`src/rtl/de_ex_pipe_reg.sv`:
```
// Decode-to-execute pipeline register with load-use bubble insertion and a
// taken-branch flush shadow. Optional perf counters under DE_EX_PERF_CNT_EN.
module de_ex_pipe_reg #(
    parameter int unsigned XLEN         = 32,
    parameter int unsigned CTRL_W       = 16,
    parameter int unsigned FLUSH_CYCLES = 2,
    parameter int unsigned CNT_W        = 32
) (
    input  logic              clk,
    input  logic              rst,
    input  logic              valid_de,
    input  logic [XLEN-1:0]   pc_de,
    input  logic [XLEN-1:0]   pc_inc_de,
    input  logic [4:0]        rs1_de,
    input  logic [4:0]        rs2_de,
    input  logic [4:0]        rd_de,
    input  logic [XLEN-1:0]   ru_rs1_de,
    input  logic [XLEN-1:0]   ru_rs2_de,
    input  logic [XLEN-1:0]   imm_de,
    input  logic [CTRL_W-1:0] ctrl_de,
    input  logic              DMRd_de,
    input  logic              clr,
    input  logic              br_taken_ex,
    output logic              valid_ex,
    output logic [XLEN-1:0]   pc_ex,
    output logic [XLEN-1:0]   pc_inc_ex,
    output logic [4:0]        rs1_ex,
    output logic [4:0]        rs2_ex,
    output logic [4:0]        rd_ex,
    output logic [XLEN-1:0]   ru_rs1_ex,
    output logic [XLEN-1:0]   ru_rs2_ex,
    output logic [XLEN-1:0]   imm_ex,
    output logic [CTRL_W-1:0] ctrl_ex,
    output logic              DMRd_ex,
`ifdef DE_EX_PERF_CNT_EN
    output logic [CNT_W-1:0]  bubble_cnt,
    output logic [CNT_W-1:0]  flush_cnt,
`endif
    output logic              flush_busy
);

    localparam int unsigned FCNT_W = 2;

    typedef enum logic {
        ST_RUN   = 1'b0,
        ST_FLUSH = 1'b1
    } state_t;

    state_t            state_q;
    state_t            state_nxt;
    logic [FCNT_W-1:0] cnt_q;
    logic [FCNT_W-1:0] cnt_nxt;
    logic              squash_c;
    logic              bubble_c;

    // Flush-shadow next state; squash covers the branch edge and every FLUSH edge.
    always_comb begin
        state_nxt = state_q;
        cnt_nxt   = cnt_q;
        squash_c  = 1'b0;
        case (state_q)
            ST_RUN: begin
                if (br_taken_ex) begin
                    squash_c = 1'b1;
                    if (FLUSH_CYCLES > 1) begin
                        state_nxt = ST_FLUSH;
                        cnt_nxt   = FCNT_W'(FLUSH_CYCLES - 1);
                    end
                end
            end
            ST_FLUSH: begin
                squash_c = 1'b1;
                if (cnt_q <= FCNT_W'(1)) begin
                    state_nxt = ST_RUN;
                    cnt_nxt   = '0;
                end else begin
                    cnt_nxt = cnt_q - FCNT_W'(1);
                end
            end
            default: begin
                state_nxt = ST_RUN;
                cnt_nxt   = '0;
            end
        endcase
    end

    always_ff @(posedge clk) begin
        if (rst) begin
            state_q    <= ST_RUN;
            cnt_q      <= '0;
            flush_busy <= 1'b0;
        end else begin
            state_q    <= state_nxt;
            cnt_q      <= cnt_nxt;
            flush_busy <= (state_nxt == ST_FLUSH);
        end
    end

    // Any of squash, load-use request or an empty decode slot yields a bubble.
    assign bubble_c = squash_c | clr | ~valid_de;

    // DMRd is active-low, so a bubble holds it at 1 and never re-triggers a stall.
    always_ff @(posedge clk) begin
        if (rst || bubble_c) begin
            valid_ex  <= 1'b0;
            pc_ex     <= '0;
            pc_inc_ex <= '0;
            rs1_ex    <= '0;
            rs2_ex    <= '0;
            rd_ex     <= '0;
            ru_rs1_ex <= '0;
            ru_rs2_ex <= '0;
            imm_ex    <= '0;
            ctrl_ex   <= '0;
            DMRd_ex   <= 1'b1;
        end else begin
            valid_ex  <= 1'b1;
            pc_ex     <= pc_de;
            pc_inc_ex <= pc_inc_de;
            rs1_ex    <= rs1_de;
            rs2_ex    <= rs2_de;
            rd_ex     <= rd_de;
            ru_rs1_ex <= ru_rs1_de;
            ru_rs2_ex <= ru_rs2_de;
            imm_ex    <= imm_de;
            ctrl_ex   <= ctrl_de;
            DMRd_ex   <= DMRd_de;
        end
    end

`ifdef DE_EX_PERF_CNT_EN
    logic clr_bubble_c;
    logic flush_start_c;

    // Only count bubbles owed to clr; a flush edge takes precedence.
    assign clr_bubble_c  = clr & ~squash_c;
    assign flush_start_c = (state_q == ST_RUN) & br_taken_ex;

    always_ff @(posedge clk) begin
        if (rst) begin
            bubble_cnt <= '0;
            flush_cnt  <= '0;
        end else begin
            if (clr_bubble_c && (bubble_cnt != {CNT_W{1'b1}})) begin
                bubble_cnt <= bubble_cnt + CNT_W'(1);
            end
            if (flush_start_c && (flush_cnt != {CNT_W{1'b1}})) begin
                flush_cnt <= flush_cnt + CNT_W'(1);
            end
        end
    end
`endif

endmodule

```
`config.mk`:
```
export PLATFORM = sky130hd
export DESIGN_NAME = de_ex_pipe_reg
export DESIGN_NICKNAME = d
export VERILOG_FILES = /design/src/rtl/de_ex_pipe_reg.sv
export SDC_FILE = /design/constraint.sdc
export NUM_CORES = 1
export LEC_CHECK = 0
export ABC_AREA = 1
export BUFFER_PORTS_ARGS = -buffer_cell sky130_fd_sc_hd__buf_2
export CORE_AREA = 2 2 150 152
export DETAILED_ROUTE_END_ITERATION = 7
export DIE_AREA = 0 0 152 154
export PLACE_DENSITY = 0.58
export SLEW_MARGIN = 20
export SYNTH_ARGS = -nofsm -noshare
export SYNTH_HDL_FRONTEND = slang
export SYNTH_SLANG_ARGS = --single-unit
```
`constraint.sdc`:
```
create_clock -name clk -period 1.34 [get_ports clk]
set_input_delay 0.134 -clock clk [delete_from_list [all_inputs] [get_ports clk]]
set_output_delay 0.134 -clock clk [all_outputs]
set_load 0.01 [all_outputs]
```
==> impl_metrics.ini <==
[logic_synthesis]
yosys_warnings = 0
syn_nets = 818
ys_seq_area_share_pct = 54.4
synth_cells = 621
ys_ff_latch = 196
synth_area_per_cell_um2 = 11.6
syn_area_um2 = 7220
synth.distinct_cells = 12

[sta]
slew_viol_final = 0
tightest_slew_ns = 0.226
fin_skew_ns = 0.00953
max-slew-margin-rel_pct = 84.9
final-setup-viol-count = 0
whs_ns = 0.0199
period_minus_slack_ns = 1.29
period_share_pct = 96.3
fmax_mhz = 775
setup_tns_ns = 0
rsz0062_at_grt = false
finalHoldViolCount = 0

[power]
leakage_nw = 6.18
vdd_ir_drop_max_v = 0.000689
power_per_cell_area_nw_per_um2 = 1030

[critical_path]
max_stage_delay_ns = 0.56
critPathKind = in -> reg
cp.arrival_ns = 1.60
end_kind = flop
path_cells = dlygate4sd3_1 > buf_2 > nor2_4 > nand4_1 > dlygate4sd3_1
cp.required_ns = 1.65
path_max_fanout = 3
worstSetupStartpointType = primary input
worst_path_max_delay_cell = dlygate4sd3_1
crit_path_frequent_cell = dlygate4sd3_1

[placement]
place.port_buffers = 390
hpwl_um = 13000
place.gp.congestion = 0.750

[run]
max-cap-violations = 0

[layout]
n_antenna_cell = 0
fill_cells = 1833
final_common_cell = buf_2
utilization_pct = 54.9
most-common-layout-cells = 390 x buf_2, 199 x inv_1, 195 x dfxtp_1, 194 x dlygate4sd3_1, 181 x nor2_4
area_growth_syn_to_layout_pct = 65.0
nets = 1418
drive_gt1_share_pct = 50.4

[clocking]
ctsHtreeMaxLevel = 4
cts.clk_slew.worst_paths_ns = 0.07
cts-root-buf = clkbuf_16
worstSkewPairLatency_ns = 0.43
cts_tree = yes
cts.sinks = 196
cts_buffers = 17
cts_buffer_depth = 2

[floorplanning]
fp.dieW_um = 152
num_io_pins = 391
rows = 54
die_h_um = 154
start_util_pct = 33.3
fp.coreArea_um2 = 21700
die-area_um2 = 23400

[detailed_routing]
drc = 0
wl_per_cell_um = 13.0
drtIter0Drc = 176
antenna_left = 0
vias = 5795
drtPass1Iterations = 4
viasPerCell = 3.83
drt_wl_total_um = 19700

[global_routing]
grt_usage_pct = 16.8
grt_first_pass_wirelength_um = 31200
grt_max_degree = 19
grt_pass1_vias = 6306
antenna_found_initial = 0
grt.overflow.total = 0

[min_path]
hp-class = in -> reg

[outcome]
status = completed
==> worst paths after layout <==
check,startpoint,to,slack [ns],cells past startpoint
hold / removal,ru_rs1_de[21],ru_rs1_ex[21],0.02,3
hold reg to reg,cnt_q[1],cnt_q[1],0.44,2
setup / recovery,br_taken_ex,DMRd_ex,0.05,5
setup reg to reg,state_q,DMRd_ex,0.07,3
==> registers in the layout, summed over array words and instances (netlist names) <==
name / flops
DMRd_ex: 1
cnt_q: 2
ctrl_ex: 16
imm_ex: 32
pc_ex: 32
pc_inc_ex: 32
rd_ex: 5
rs1_ex: 5
rs2_ex: 5
ru_rs1_ex: 32
ru_rs2_ex: 32
state_q: 1
valid_ex: 1
==> power breakdown <==
group / internal (W) / switching [W]
Sequential: 0.00591 / 0.0000273
Clock: 0.00250 / 0.00240
Combinational: 0.000776 / 0.000653
Total: 0.00919 / 0.00308
==> cell type report <==
cell class	instances	area, um2	area share (%)
Timing Repair Buffer	602	4180	35.1
Tap cell	280	350	2.94
Clock inverter	12	115	0.967
Multi-Input combinational cell	205	2150	18.0
Clock buffer	19	443	3.72
Inverter	199	747	6.27
Sequential cell	196	3930	33.0
==> kinds of logic after synthesis <==
| family | Yosys count | share of synthesized area (%) |
|---|---|---|
| flip-flops | 196 | 54.4 |
| buffers and inverters | 220 | 16.0 |
| AND/OR/NAND/NOR | 204 | 29.6 |
| AO/OA/AOI/OAI | 1 | 0.0693 |
==> metrics by stage <==
step	instances	total power [W]	worst slack [ns]	cell area [um2]
after floorplan	621	0.00663	0.208	7220
after global placement	1288	0.00703	0.135	9400
after detailed placement	1288	0.00704	0.109	9400
after CTS	1512	0.0124	0.0511	11900
after global routing	1513	0.0128	0.0195	11900
final	1513	0.0123	0.0491	11900
==> worst max-delay path: cells and delay by family <==
kind,cells,cell delay [ns]
simple gates,2,0.23
buf+inv,3,1.24
==> routing by layer <==
layer,share of wire [%],vias up,track usage (%)
met5,0,-,0
met4,2.4,0,6.81
met3,8.1,33,6.14
met2,54,267,32.0
met1,35,2632,16.3
li1,-,2863,-
==> cell usage after synthesis <==
cell type  number  area [um2]
inv_1         199         747
dfxtp_1       196        3920
nor2_4        180        2030
buf_12         20         400
nor2_1         15        56.3
nand2_1         5        18.8
a21oi_1         1        5.00
buf_2           1        5.00
nand3_1         1        5.00
nand3_4         1        17.5
nand4_1         1        6.26
nor2_2          1        6.26
==> repair_timing <==
item / CTS / global route
endpoints found under the setup margin: 0 / 1
endpoints found under the hold margin: 193 / 1
resized for setup: 0 / 2
setup buffers: 0 / 0
hold buffers: 193 / 1
(Power assumes the default switching activity.)
